[config.mk]
export PLATFORM = sky130hd
export DESIGN_NAME = mem_bank_atomics_adapter
export DESIGN_NICKNAME = d
export VERILOG_FILES = /design/src/rtl/mem_bank_atomics_adapter.sv
export SDC_FILE = /design/constraint.sdc
export NUM_CORES = 1
export LEC_CHECK = 0
export CORE_MARGIN = 4
export CORE_UTILIZATION = 40
export CTS_CLUSTER_SIZE = 24
export DETAILED_ROUTE_END_ITERATION = 10
export PLACE_DENSITY_LB_ADDON = 0.2
export SLEW_MARGIN = 40
export SYNTH_ARGS = -nofsm -noshare
export SYNTH_HDL_FRONTEND = slang
export SYNTH_SLANG_ARGS = --single-unit
[constraint.sdc]
create_clock -name clk_i -period 6.88 [get_ports clk_i]
set_input_delay 1.376 -clock clk_i [delete_from_list [all_inputs] [get_ports clk_i]]
set_output_delay 1.376 -clock clk_i [all_outputs]
set_load 0.02 [all_outputs]
[src/rtl/mem_bank_atomics_adapter.sv]
// -----------------------------------------------------------------------------
// mem_bank_atomics_adapter
//
// Sits behind one bank port of the interleaved AXI-to-memory converter. It
// takes that port's req/gnt memory stream and drives a single-port SRAM macro
// that has a fixed one-cycle read latency.
//
// Plain reads and writes go straight through to the SRAM in the cycle they are
// granted, and their response comes back one cycle later. AXI5 atomics
// (AtomicStore, AtomicLoad, AtomicSwap) are done as a read-modify-write on the
// SRAM, so the bank does not need a separate atomics unit:
//   grant + SRAM read  ->  ATOP_RD (capture old value, compute result)
//                      ->  ATOP_WR (write result, respond with old value)
// AtomicCompare is not supported. It is still granted and answered with the
// old value, but nothing is written, and atop_err_o pulses for one cycle.
//
// Ports
//   clk_i, rst_i      clock, asynchronous active-high reset
//   mem_req_i         request valid
//   mem_gnt_o         request accepted this cycle
//   mem_addr_i        byte address
//   mem_wdata_i       write data / atomic operand
//   mem_strb_i        byte enables
//   mem_atop_i        AXI5 ATOP encoding (bit 3, endianness, is ignored)
//   mem_we_i          write enable for plain accesses
//   mem_rvalid_o      response valid, exactly one per grant, in order
//   mem_rdata_o       read data, or the old value for atomics
//   sram_req_o        SRAM access enable
//   sram_we_o         SRAM write enable
//   sram_addr_o       SRAM word address
//   sram_wdata_o      SRAM write data
//   sram_be_o         SRAM byte enables
//   sram_rdata_i      SRAM read data, valid the cycle after a read
//   busy_o            an atomic is in flight or a response is pending
//   atop_err_o        one-cycle pulse for an unsupported ATOP
// -----------------------------------------------------------------------------
module mem_bank_atomics_adapter #(
    parameter int unsigned AddrWidth     = 32,
    parameter int unsigned DataWidth     = 32,  // 32 or 64
    parameter int unsigned SramAddrWidth = 10
) (
    input  logic                     clk_i,
    input  logic                     rst_i,
    input  logic                     mem_req_i,
    output logic                     mem_gnt_o,
    input  logic [AddrWidth-1:0]     mem_addr_i,
    input  logic [DataWidth-1:0]     mem_wdata_i,
    input  logic [DataWidth/8-1:0]   mem_strb_i,
    input  logic [5:0]               mem_atop_i,
    input  logic                     mem_we_i,
    output logic                     mem_rvalid_o,
    output logic [DataWidth-1:0]     mem_rdata_o,
    output logic                     sram_req_o,
    output logic                     sram_we_o,
    output logic [SramAddrWidth-1:0] sram_addr_o,
    output logic [DataWidth-1:0]     sram_wdata_o,
    output logic [DataWidth/8-1:0]   sram_be_o,
    input  logic [DataWidth-1:0]     sram_rdata_i,
    output logic                     busy_o,
    output logic                     atop_err_o
);

    localparam int unsigned StrbWidth  = DataWidth / 8;
    localparam int unsigned ByteOffset = $clog2(StrbWidth);

    typedef logic [AddrWidth-1:0] addr_t;
    typedef logic [DataWidth-1:0] data_t;
    typedef logic [StrbWidth-1:0] strb_t;

    // ATOP[5:4] selects the transaction class.
    localparam logic [1:0] AtopNone    = 2'b00;
    localparam logic [1:0] AtopStore   = 2'b01;
    localparam logic [1:0] AtopLoad    = 2'b10;
    localparam logic [1:0] AtopSwapCmp = 2'b11;

    // ATOP[2:0] selects the arithmetic operation for store and load.
    localparam logic [2:0] OpAdd  = 3'b000;
    localparam logic [2:0] OpClr  = 3'b001;
    localparam logic [2:0] OpEor  = 3'b010;
    localparam logic [2:0] OpSet  = 3'b011;
    localparam logic [2:0] OpSmax = 3'b100;
    localparam logic [2:0] OpSmin = 3'b101;
    localparam logic [2:0] OpUmax = 3'b110;
    localparam logic [2:0] OpUmin = 3'b111;

    typedef enum logic [1:0] {
        IDLE,
        ATOP_RD,
        ATOP_WR
    } state_t;

    state_t                   state_q;
    data_t                    op_q;
    strb_t                    strb_q;
    logic [5:0]               atop_q;
    logic [SramAddrWidth-1:0] addr_q;
    data_t                    old_q;
    data_t                    result_q;
    logic                     write_q;
    logic                     err_q;
    logic                     plain_rvalid_q;

    addr_t                    req_addr;
    logic [SramAddrWidth-1:0] req_word;
    logic                     is_atop;
    logic                     atop_arith;
    data_t                    atop_result;
    logic                     atop_supported;
    logic                     unused_bits;

    assign req_addr = mem_addr_i;
    assign req_word = req_addr[ByteOffset +: SramAddrWidth];
    assign is_atop  = (mem_atop_i[5:4] != AtopNone);

    // Address bits outside the word index and the endianness bit carry no
    // meaning for this bank.
    assign unused_bits = ^{req_addr, atop_q[3]};

    // Result of the latched atomic, computed from the SRAM data that arrives
    // during ATOP_RD. Every operation works on the full word; byte enables
    // only take effect when the result is written back.
    always_comb begin
        atop_result    = sram_rdata_i;
        atop_supported = 1'b0;
        case (atop_q[5:4])
            AtopStore, AtopLoad: begin
                atop_supported = 1'b1;
                case (atop_q[2:0])
                    OpAdd:  atop_result = sram_rdata_i + op_q;
                    OpClr:  atop_result = sram_rdata_i & ~op_q;
                    OpEor:  atop_result = sram_rdata_i ^ op_q;
                    OpSet:  atop_result = sram_rdata_i | op_q;
                    OpSmax: atop_result = ($signed(sram_rdata_i) > $signed(op_q)) ? sram_rdata_i : op_q;
                    OpSmin: atop_result = ($signed(sram_rdata_i) < $signed(op_q)) ? sram_rdata_i : op_q;
                    OpUmax: atop_result = (sram_rdata_i > op_q) ? sram_rdata_i : op_q;
                    OpUmin: atop_result = (sram_rdata_i < op_q) ? sram_rdata_i : op_q;
                    default: atop_result = sram_rdata_i;
                endcase
            end
            AtopSwapCmp: begin
                // Only swap is handled. Compare and the reserved encodings
                // fall through as read-only with an error pulse.
                if (atop_q[2:0] == 3'b000) begin
                    atop_supported = 1'b1;
                    atop_result    = op_q;
                end
            end
            default: begin
                atop_supported = 1'b0;
            end
        endcase
    end

    // Sequencer and response registers. A plain access only arms the one-cycle
    // response flag. An atomic latches its operands, spends one cycle waiting
    // for the SRAM read data, then one cycle writing back and responding.
    // Reset in the middle of an atomic drops both the write and the response.
    always_ff @(posedge clk_i or posedge rst_i) begin
        if (rst_i) begin
            state_q        <= IDLE;
            op_q           <= '0;
            strb_q         <= '0;
            atop_q         <= '0;
            addr_q         <= '0;
            old_q          <= '0;
            result_q       <= '0;
            write_q        <= 1'b0;
            err_q          <= 1'b0;
            plain_rvalid_q <= 1'b0;
        end else begin
            plain_rvalid_q <= 1'b0;
            err_q          <= 1'b0;
            case (state_q)
                IDLE: begin
                    if (mem_req_i) begin
                        if (is_atop) begin
                            op_q    <= mem_wdata_i;
                            strb_q  <= mem_strb_i;
                            atop_q  <= mem_atop_i;
                            addr_q  <= req_word;
                            state_q <= ATOP_RD;
                        end else begin
                            plain_rvalid_q <= 1'b1;
                        end
                    end
                end
                ATOP_RD: begin
                    old_q    <= sram_rdata_i;
                    result_q <= atop_result;
                    write_q  <= atop_supported;
                    err_q    <= ~atop_supported;
                    state_q  <= ATOP_WR;
                end
                ATOP_WR: begin
                    write_q <= 1'b0;
                    state_q <= IDLE;
                end
                default: begin
                    state_q <= IDLE;
                end
            endcase
        end
    end

    // Request and SRAM side. In IDLE the request goes straight to the SRAM; an
    // atomic is issued as a read. While an atomic is in flight the stream is
    // stalled and the SRAM port belongs to the write-back. When there is no
    // access the SRAM signals are held at zero.
    always_comb begin
        mem_gnt_o    = 1'b0;
        sram_req_o   = 1'b0;
        sram_we_o    = 1'b0;
        sram_addr_o  = '0;
        sram_wdata_o = '0;
        sram_be_o    = '0;
        case (state_q)
            IDLE: begin
                if (mem_req_i) begin
                    mem_gnt_o    = 1'b1;
                    sram_req_o   = 1'b1;
                    sram_we_o    = mem_we_i & ~is_atop;
                    sram_addr_o  = req_word;
                    sram_wdata_o = mem_wdata_i;
                    sram_be_o    = mem_strb_i;
                end
            end
            ATOP_WR: begin
                if (write_q) begin
                    sram_req_o   = 1'b1;
                    sram_we_o    = 1'b1;
                    sram_addr_o  = addr_q;
                    sram_wdata_o = result_q;
                    sram_be_o    = strb_q;
                end
            end
            default: begin
            end
        endcase
    end

    // Response side. A plain response can never coincide with ATOP_WR, because
    // a grant in IDLE is always followed by either IDLE or ATOP_RD. That keeps
    // the responses in order without a queue.
    always_comb begin
        mem_rdata_o = '0;
        if (state_q == ATOP_WR) begin
            mem_rdata_o = old_q;
        end else if (plain_rvalid_q) begin
            mem_rdata_o = sram_rdata_i;
        end
    end

    assign mem_rvalid_o = plain_rvalid_q | (state_q == ATOP_WR);
    assign atop_err_o   = err_q;
    assign busy_o       = (state_q != IDLE) | plain_rvalid_q;

    // Upstream only issues ADD and the min/max operations on full words,
    // because a partial carry chain or compare would have no meaning.
    assign atop_arith = ((mem_atop_i[5:4] == AtopStore) || (mem_atop_i[5:4] == AtopLoad)) &&
                        ((mem_atop_i[2:0] == OpAdd) || mem_atop_i[2]);

    strb_full_for_arith : assert property (
        @(posedge clk_i) disable iff (rst_i)
        (state_q == IDLE && mem_req_i && atop_arith) |-> (mem_strb_i == '1)
    );

    // A stalled request must be held unchanged until it is granted.
    req_stable_while_stalled : assert property (
        @(posedge clk_i) disable iff (rst_i)
        (mem_req_i && !mem_gnt_o) |=>
            (mem_req_i && $stable(mem_addr_i) && $stable(mem_wdata_i) &&
             $stable(mem_strb_i) && $stable(mem_atop_i) && $stable(mem_we_i))
    );

endmodule

==> results of run 1 <==
[sequential cells by signal (all words and copies together), names as in the netlist]
register,cells
plain_rvalid_q,1
result_q,32
addr_q,10
op_q,32
old_q,32
atop_q,5
write_q,1
state_q,2
atop_err_o,1
strb_q,4
[worst max path at each step]
stage / to / slack [ns]
after floorplan: addr_q[0]$_DFFE_PP0P_ / 2.32
after global placement: result_q[11]$_DFFE_PP0P_ / 1.21
after detailed placement: result_q[15]$_DFFE_PP0P_ / 1.22
after CTS: sram_wdata_o[1] / 1.63
after global routing: result_q[11]$_DFFE_PP0P_ / 1.34
final: sram_wdata_o[1] / 1.61
[worst max-delay path, stage by stage]
cell and delay, ns:
clkdlybuf4s50_1 0.48, and2_2 0.72, buf_4 0.46, a22o_1 0.20, clkdlybuf4s50_1 0.64
[power breakdown]
| part | internal [mW] | switching, mW | total [mW] |
|---|---|---|---|
| Combinational | 1.76 | 2.53 | 4.29 |
| Sequential | 1.08 | 0.308 | 1.38 |
| Clock | 0.508 | 0.366 | 0.875 |
[through the flow]
stage / cells / hold WS (ns) / cell area [sq um]
final: 1730 / 0.5053 / 13260
after floorplan: 1270 / 0.4675 / 10750
after global routing: 1730 / 0.5112 / 13260
after detailed placement: 1697 / 0.4934 / 12680
after CTS: 1729 / 0.5083 / 13250
after global placement: 1697 / 0.4849 / 12670
[cells by family after synthesis]
group	Yosys count
adder cells (fa/ha/maj)	102
flip-flops	120
buffers and inverters	187
XOR/XNOR	21
multiplexers	90
AND/OR/NAND/NOR	266
AO/OA/AOI/OAI	484
[final cells by class]
class	count	area, sq um
Clock buffer	19	442.9
Clock inverter	13	121.4
Fill cell	2456	13020
Inverter	88	335.3
Multi-Input combinational cell	963	7049
Sequential cell	120	3005
Tap cell	335	419.2
Timing Repair Buffer	192	1891
[layout by cell type, fill, tap and decap left out, types with 13 or more instances in the layout]
cell / Yosys / routed
a21o_1: 16 / 16
a21oi_1: 77 / 77
a221oi_1: 32 / 32
a22o_1: 52 / 52
a22oi_1: 26 / 26
buf_4: 6 / 19
clkbuf_16: 0 / 17
clkdlybuf4s50_1: 0 / 170
dfrtp_1: 120 / 118
ha_1: 101 / 99
inv_1: 86 / 83
mux2_2: 82 / 82
nand2_1: 124 / 123
nor2_1: 55 / 54
o21ai_0: 145 / 145
o21ai_1: 15 / 13
o221ai_1: 35 / 35
xnor2_1: 17 / 17
[routing by layer]
metal | vias to the layer above | part of all wire, % | track usage [%] | routed length, microns
met1 | 5051 | 45 | 31.90 | 15840
met4 | 0 | 2.0 | 6.835 | 710
met2 | 312 | 48 | 38.91 | 16830
li1 | 4892 | - | - | -
met5 | - | 0 | 0 | 0
met3 | 54 | 5.1 | 3.727 | 1799
==> flow_summary.json, run 1 <==
{
  "grt_overflow": 0,
  "core_area_sq_mm": 0.02628,
  "yosysMostFrequentCell": "o21ai_0",
  "dp_slack_ns": 1.216,
  "synth_top_area_cell": "dfrtp_1",
  "cts.clk_slew.worst_paths_ns": 0.06,
  "p_leak_nw": 5.463,
  "syn_nets": 1482,
  "layout-drive-gt1-share_pct": 12.40,
  "r2r_end": "result_q[11]$_DFFE_PP0P_",
  "slew_headroom_pct": 42.93,
  "timing.final.ws_setup_ns": 1.610,
  "yosys_warnings": 0,
  "setup_violations": 0,
  "grt_antenna_before_repair": 0,
  "post-route-util_pct": 50.47,
  "die-area_sq_mm": 0.02956,
  "grt_pass1_wl_microns": 55680,
  "hold_violations": 0,
  "cp.required_ns": 5.50,
  "fin_skew_ns": 0.009030,
  "critPathArrivalTime_ns": 3.89,
  "insertion_delay_ns": 0.43,
  "min_path_type": "reg2reg",
  "cts_hold_buf": 0,
  "synthSimpleGateAreaFrac_pct": 11.67,
  "synthAdderAreaFrac_pct": 11.94,
  "synth.top_cells.by_area": "dfrtp_1 (28%), ha_1 (12%), mux2_2 (8.6%)",
  "gp_congestion": 0.9150,
  "drt_wl_total_microns": 35170,
  "report.power.total_mw": 6.549,
  "synthXorXnorAreaFrac_pct": 1.711,
  "endpoint_kind": "primary output",
  "port_buffers": 170,
  "hold_end": "old_q[13]$_DFFE_PP0P_",
  "htree_levels": 4,
  "status": "completed",
  "path_max_fanout": 31,
  "grt_usage_pct": 23.51,
  "synth_compound_area_share_pct": 30.28,
  "antenna_cells": 0,
  "grt_max_degree": 66,
  "clockBufferDepth": 2,
  "synthArstFlopShare_pct": 100.0,
  "drt-wirelength-per-cell_microns": 20.33,
  "rsz0062_at_grt": "false",
  "cts_tree": "done",
  "synth_seq_cells": 120,
  "syn_area_sq_mm": 0.01075,
  "first_pass_iters": 7,
  "ant_nets": 0,
  "peakVddDrop_mv": 0.2170,
  "yosysSeqAreaShare_pct": 27.93,
  "dp_hpwl_microns": 23680,
  "fin_nets": 1594,
  "reg2reg_slack_ns": 2.78,
  "synth_top_family_by_area": "compound AO/OA/AOI/OAI gates",
  "start_util_pct": 40.91,
  "yosys-top-cells-count": "o21ai_0 (145), nand2_1 (124), dfrtp_1 (120)",
  "rr_worst_depth": 13,
  "synth_cells": 1270,
  "io_pins": 194,
  "min_period_ns": 5.270,
  "cts_sinks": 120,
  "critPathKind": "in2out",
  "post_cts_buffers": 0,
  "post-route-drc-count": 0,
  "whs_path_depth": 1,
  "drv_slew": 0,
  "die_h_microns": 171.9,
  "post_drt_via_cell_ratio": 5.959,
  "cts_buffers": 17,
  "tightest_slew_ns": 0.8561,
  "ctsRootBufferMaster": "clkbuf_16",
  "grt_pass1_vias": 10240,
  "drtIter0Drc": 792,
  "cp-startpoint": "mem_req_i",
  "fmax_mhz": 189.8,
  "fin_crit_sh_pct": 76.60,
  "synth.area.mux_share_pct": 9.451,
  "synth_area_per_cell_sq_um": 8.465,
  "rows": 59,
  "dr_total_vias": 10310,
  "holdCritStartpoint": "old_q[13]$_DFFE_PP0P_",
  "synth_top_area_share_pct": 27.93,
  "cap_violations": 0,
  "cp-start-kind": "input pin",
  "area_growth_syn_to_layout_pct": 23.38,
  "r2r-start": "op_q[31]$_DFFE_PP0P_",
  "yosysUniqueCellTypes": 77,
  "synth_ff_type": "dfrtp_1",
  "p_per_area_mw_per_mm2": 493.7,
  "synth_edf_count": 0,
  "cts-resized-gates": 0,
  "die_w_microns": 171.9,
  "setup_tns_ns": 0
}
(Power assumes the default switching activity.)
==> inputs of run 2 (changes only) <==
==> constraint.sdc (replaced) <==
create_clock -name clk_i -period 4.7 [get_ports clk_i]
set_input_delay 0.94 -clock clk_i [delete_from_list [all_inputs] [get_ports clk_i]]
set_output_delay 0.94 -clock clk_i [all_outputs]
set_load 0.02 [all_outputs]
==> run 2 against run 1 <==
Effect of this change: global-route usage increased by 0.47 points; die area is the same; count of clock-buffer cells in the layout is 2 lower; combinational power increased by 49%; non-clock buffer count is 68 higher; worst hold slack lost 0.0011 ns; critical endpoint is now result_q[21]$_DFFE_PP0P_; largest power group unchanged; highest routed layer unchanged.
==> flow_summary.json, run 2 (synthesized netlist as in run 1, its figures left out) <==
{
  "ant_nets": 0,
  "antenna_cells": 0,
  "die_w_microns": 171.9,
  "status": "completed",
  "first_pass_iters": 5,
  "critPathArrivalTime_ns": 4.50,
  "path_max_fanout": 11,
  "timing.final.ws_setup_ns": 0.5004,
  "layout_commonest_cell": "clkdlybuf4s50_1",
  "fin_skew_ns": 0.01480,
  "min_path_type": "reg2reg",
  "grt_pass1_wl_microns": 56750,
  "critPathKind": "in2reg",
  "post_dp_cell_area_sq_mm": 0.01320,
  "fin_crit_sh_pct": 89.35,
  "layout-drive-gt1-share_pct": 16.40,
  "multiInputGateArea_sq_mm": 0.007032,
  "clockBufferDepth": 2,
  "post-route-util_pct": 52.40,
  "gp_congestion": 0.9098,
  "htree_levels": 4,
  "drv_slew": 0,
  "insertion_delay_ns": 0.44,
  "drt_wl_total_microns": 35800,
  "setup_violations": 0,
  "cp.required_ns": 5.00,
  "post_cts_buffers": 0,
  "cts_tree": "done",
  "fin_nets": 1662,
  "cts_sinks": 120,
  "grt_antenna_before_repair": 0,
  "rsz0062_at_grt": "false",
  "cts_buffers": 17,
  "area_growth_syn_to_layout_pct": 28.10,
  "rows": 59,
  "cp-start-kind": "input pin",
  "setup_tns_ns": 0,
  "min_period_ns": 4.200,
  "ctsRootBufferMaster": "clkbuf_16",
  "grt_overflow": 0,
  "post_drt_via_cell_ratio": 5.904,
  "hold_violations": 0,
  "whs_ns": 0.5042,
  "cts.clk_slew.worst_paths_ns": 0.06,
  "grt_max_degree": 80,
  "tightest_slew_ns": 0.7001,
  "top_regs": "old_q x32, op_q x32, result_q x32",
  "dp_slack_ns": 0.1148,
  "final_cell_mix": "clkdlybuf4s50_1 (170), o21ai_0 (145), nand2_1 (124)",
  "fillers": 2491,
  "endpoint_kind": "flip-flop",
  "fmax_mhz": 238.1,
  "slew_headroom_pct": 53.33,
  "dr_total_vias": 10620,
  "port_buffers": 170,
  "p_per_area_mw_per_mm2": 711.2,
  "fin_area_sq_mm": 0.01377,
  "start_util_pct": 40.91,
  "seqCellArea_sq_mm": 0.003007,
  "core_area_sq_mm": 0.02628,
  "dp_hpwl_microns": 25180,
  "post-route-drc-count": 0,
  "grt_usage_pct": 23.98,
  "drtIter0Drc": 980,
  "grt_pass1_vias": 10470,
  "drt-wirelength-per-cell_microns": 19.91,
  "cts-resized-gates": 0,
  "die-area_sq_mm": 0.02956,
  "peakVddDrop_mv": 0.2617,
  "io_pins": 194,
  "cts_hold_buf": 0,
  "p_leak_nw": 5.806,
  "die_h_microns": 171.9,
  "cap_violations": 0
}
==> run 2: cell type report <==
class / instances / share of cell area, %
clock buffers: 17 / 3.089
clock inverters: 15 / 1.027
inverters: 88 / 2.417
multi-input cells: 963 / 51.06
flip-flops and latches: 120 / 21.83
well taps: 335 / 3.044
repair buffers: 260 / 17.53
==> run 2: power breakdown <==
group | internal [mW] | switching [mW] | total (mW)
logic | 2.76 | 3.65 | 6.41
clock network | 0.737 | 0.559 | 1.30
registers | 1.58 | 0.515 | 2.09
total | 5.07 | 4.73 | 9.79
==> run 2: worst max-delay path: stages <==
cell and delay (ns):
clkdlybuf4s50_1 0.50, inv_1 0.08, ha_1 0.36, buf_4 0.16, inv_1 0.06, a221oi_2 0.29
o21bai_1 0.15, or4_4 0.57, nor3_2 0.31, o21ai_1 0.12, nor3b_2 0.19, buf_4 0.21
a211o_1 0.30, a21oi_1 0.16, o21ai_1 0.10
==> run 2: layer usage <==
layer | vias up | GRT usage, % | routed length, microns
met5 | - | 0 | 0
met4 | 0 | 7.485 | 833
met3 | 64 | 4.001 | 2122
met2 | 383 | 40.73 | 17320
met1 | 5146 | 31.32 | 15520
li1 | 5023 | - | -
==> run 2: per-stage QoR <==
| step | total power [mW] | instances |
|---|---|---|
| final | 9.794 | 1798 |
| after global routing | 10.52 | 1798 |
| after CTS | 9.782 | 1798 |
| after detailed placement | 8.416 | 1766 |
| after global placement | 8.312 | 1765 |
| after floorplan | 6.305 | 1270 |
==> run 2: path summary, 6_finish.rpt <==
kind | startpoint | endpoint | slack (ns) | cells past startpoint
hold reg to reg | old_q[22]$_DFFE_PP0P_ | old_q[22]$_DFFE_PP0P_ | 0.50 | 1
setup / recovery | sram_rdata_i[30] | result_q[21]$_DFFE_PP0P_ | 0.50 | 15
max in group asynchronous | rst_i | result_q[20]$_DFFE_PP0P_ | 2.91 | 3
hold / removal | old_q[22]$_DFFE_PP0P_ | old_q[22]$_DFFE_PP0P_ | 0.50 | 1
min in group asynchronous | rst_i | strb_q[2]$_DFFE_PP0P_ | 0.95 | 2
setup reg to reg | op_q[30]$_DFFE_PP0P_ | result_q[21]$_DFFE_PP0P_ | 1.06 | 14
==> inputs of run 3 (changes only) <==
--- a/config.mk
+++ b/config.mk
@@ -5,10 +5,10 @@
 export SDC_FILE = /design/constraint.sdc
 export NUM_CORES = 1
 export LEC_CHECK = 0
-export CORE_MARGIN = 4
 export CORE_UTILIZATION = 40
 export CTS_CLUSTER_SIZE = 24
 export DETAILED_ROUTE_END_ITERATION = 10
+export GPL_ROUTABILITY_DRIVEN = 0
 export PLACE_DENSITY_LB_ADDON = 0.2
 export SLEW_MARGIN = 40
 export SYNTH_ARGS = -nofsm -noshare
==> run 3 against run 2 <==
Effect of this change: setup slack got worse by 0.12 ns; highest routed layer unchanged; the flow now finishes with violations (DRC); sequential power is essentially flat; clock power grew 9%; cell area is 0.35% higher; non-clock buffer count shrank 2; sequential cell count unchanged; cell count down 0.11%.
==> flow_summary.json, run 3 (synthesized netlist as in run 1, its figures left out) <==
{
  "status": "finished with violations",
  "violations": "DRC",
  "endpoint_kind": "flip-flop",
  "rows": 59,
  "cts_tree": "done",
  "critPathSlowestCell": "nor4_1",
  "r2r-start": "op_q[8]$_DFFE_PP0P_",
  "cts-resized-gates": 0,
  "cts_hold_buf": 0,
  "min_path_type": "reg2reg",
  "critPathArrivalTime_ns": 4.67,
  "drt_wl_total_microns": 35350,
  "grt_pass1_wl_microns": 56810,
  "path_max_fanout": 8,
  "cts_buffers": 17,
  "fin_skew_ns": 0.01186,
  "htree_levels": 4,
  "grt_pass1_vias": 10440,
  "reg2reg_slack_ns": 0.93,
  "ant_nets": 0,
  "fillers": 2428,
  "drv_slew": 0,
  "tightest_slew_ns": 0.9286,
  "critPathKind": "in2reg",
  "grt_usage_pct": 25.80,
  "setup_violations": 0,
  "die-area_sq_mm": 0.02754,
  "min_period_ns": 4.318,
  "p_per_area_mw_per_mm2": 717.7,
  "grt_antenna_before_repair": 0,
  "post_drt_via_cell_ratio": 5.850,
  "holdCritStartpoint": "old_q[19]$_DFFE_PP0P_",
  "max_stage_delay_ns": 0.51,
  "layout_commonest_cell": "clkdlybuf4s50_1",
  "grt_overflow": 0,
  "antenna_cells": 0,
  "cts.clk_slew.worst_paths_ns": 0.07,
  "grt_max_degree": 67,
  "met1_usage_pct": 32.47,
  "insertion_delay_ns": 0.44,
  "hold_violations": 0,
  "post_cts_buffers": 0,
  "cap_violations": 0,
  "drtIter0Drc": 838,
  "fin_crit_sh_pct": 91.87,
  "met2_usage_pct": 45.07,
  "io_pins": 194,
  "cp-start-kind": "input pin",
  "p_leak_nw": 5.828,
  "die_w_microns": 165.9,
  "cp.required_ns": 5.05,
  "path_buf_inv": 3,
  "whs_path_depth": 1,
  "cts_sinks": 120,
  "setup_tns_ns": 0,
  "first_pass_iters": 10,
  "cp_top_family": "compound AO/OA/AOI/OAI gates",
  "slew_headroom_pct": 38.10,
  "layout-drive-gt1-share_pct": 16.36,
  "hold_end": "old_q[19]$_DFFE_PP0P_",
  "dp_hpwl_microns": 24760,
  "peakVddDrop_mv": 0.3256,
  "grt-busiest-layer": "met2",
  "top_regs": "old_q x32, op_q x32, result_q x32",
  "r2r_end": "result_q[10]$_DFFE_PP0P_",
  "clockBufferDepth": 2,
  "start_util_pct": 41.02,
  "rsz0062_at_grt": "false",
  "fmax_mhz": 231.6,
  "area_growth_syn_to_layout_pct": 28.54,
  "drt-wirelength-per-cell_microns": 19.68,
  "dr_total_vias": 10510,
  "final_cell_mix": "clkdlybuf4s50_1 (170), o21ai_0 (145), nand2_1 (124)",
  "timing.final.ws_setup_ns": 0.3823,
  "dp_slack_ns": 0.01775,
  "die_h_microns": 165.9,
  "ctsRootBufferMaster": "clkbuf_16",
  "port_buffers": 170,
  "post-route-drc-count": 8,
  "crit_chain": "clkdlybuf4s50_1 -> inv_1 -> ha_1 -> nor4_1 -> and4_1 -> a21boi_1 -> o41ai_2 -> a21oi_1 -> o21ai_1 -> nor2b_1 -> nor2_2 -> buf_4 -> a221oi_1 -> o31ai_1",
  "core_area_sq_mm": 0.02621,
  "fin_nets": 1660,
  "grtUsageMet3_pct": 3.956,
  "rr_worst_depth": 13
}
-- run 3: where the power goes --
group	switching, mW	internal, mW	total, mW
sequential	0.534	1.58	2.11
combinational	3.64	2.76	6.39
clock	0.567	0.849	1.42
total	4.74	5.18	9.92
-- run 3: area by class of cell --
| type | count | area, sq um | area share (%) |
|---|---|---|---|
| clock buffers | 18 | 429.2 | 3.106 |
| clock inverters | 14 | 188.9 | 1.367 |
| inverters | 88 | 332.8 | 2.409 |
| multi-input cells | 963 | 7034 | 50.91 |
| flip-flops and latches | 120 | 3007 | 21.76 |
| well taps | 335 | 419.2 | 3.033 |
| repair buffers | 258 | 2407 | 17.42 |
-- run 3: stage by stage --
step / cell area [sq um] / utilization (%) / hold WS, ns / power (mW) / std cells
floorplan: 10750 / - / 0.4675 / 6.305 / 1270
global placement: 13170 / 50.25 / 0.4846 / 8.292 / 1763
detailed placement: 13170 / 50.27 / 0.4944 / 8.394 / 1763
CTS: 13790 / 52.62 / 0.5096 / 9.860 / 1795
global route: 13820 / 52.73 / 0.5198 / 10.64 / 1796
finish: 13820 / 52.73 / 0.5076 / 9.918 / 1796
-- run 3: worst max path at each step --
stage | startpoint | to | cells after the start
6_report | sram_rdata_i[8] | result_q[10]$_DFFE_PP0P_ | 14
5_1_grt | sram_rdata_i[8] | result_q[10]$_DFFE_PP0P_ | 14
4_1_cts | sram_rdata_i[8] | result_q[17]$_DFFE_PP0P_ | 14
3_5_place_dp | sram_rdata_i[14] | result_q[17]$_DFFE_PP0P_ | 14
3_3_place_gp | sram_rdata_i[8] | result_q[21]$_DFFE_PP0P_ | 14
2_1_floorplan | rst_i | addr_q[0]$_DFFE_PP0P_ | 1
-- run 3: per-layer routing --
metal  vias to the layer above  routed length (microns)
li1                       5007                        -
met1                      5084                    15280
met2                       366                    17360
met3                        49                     1912
met4                         0                      797
met5                         -                        0
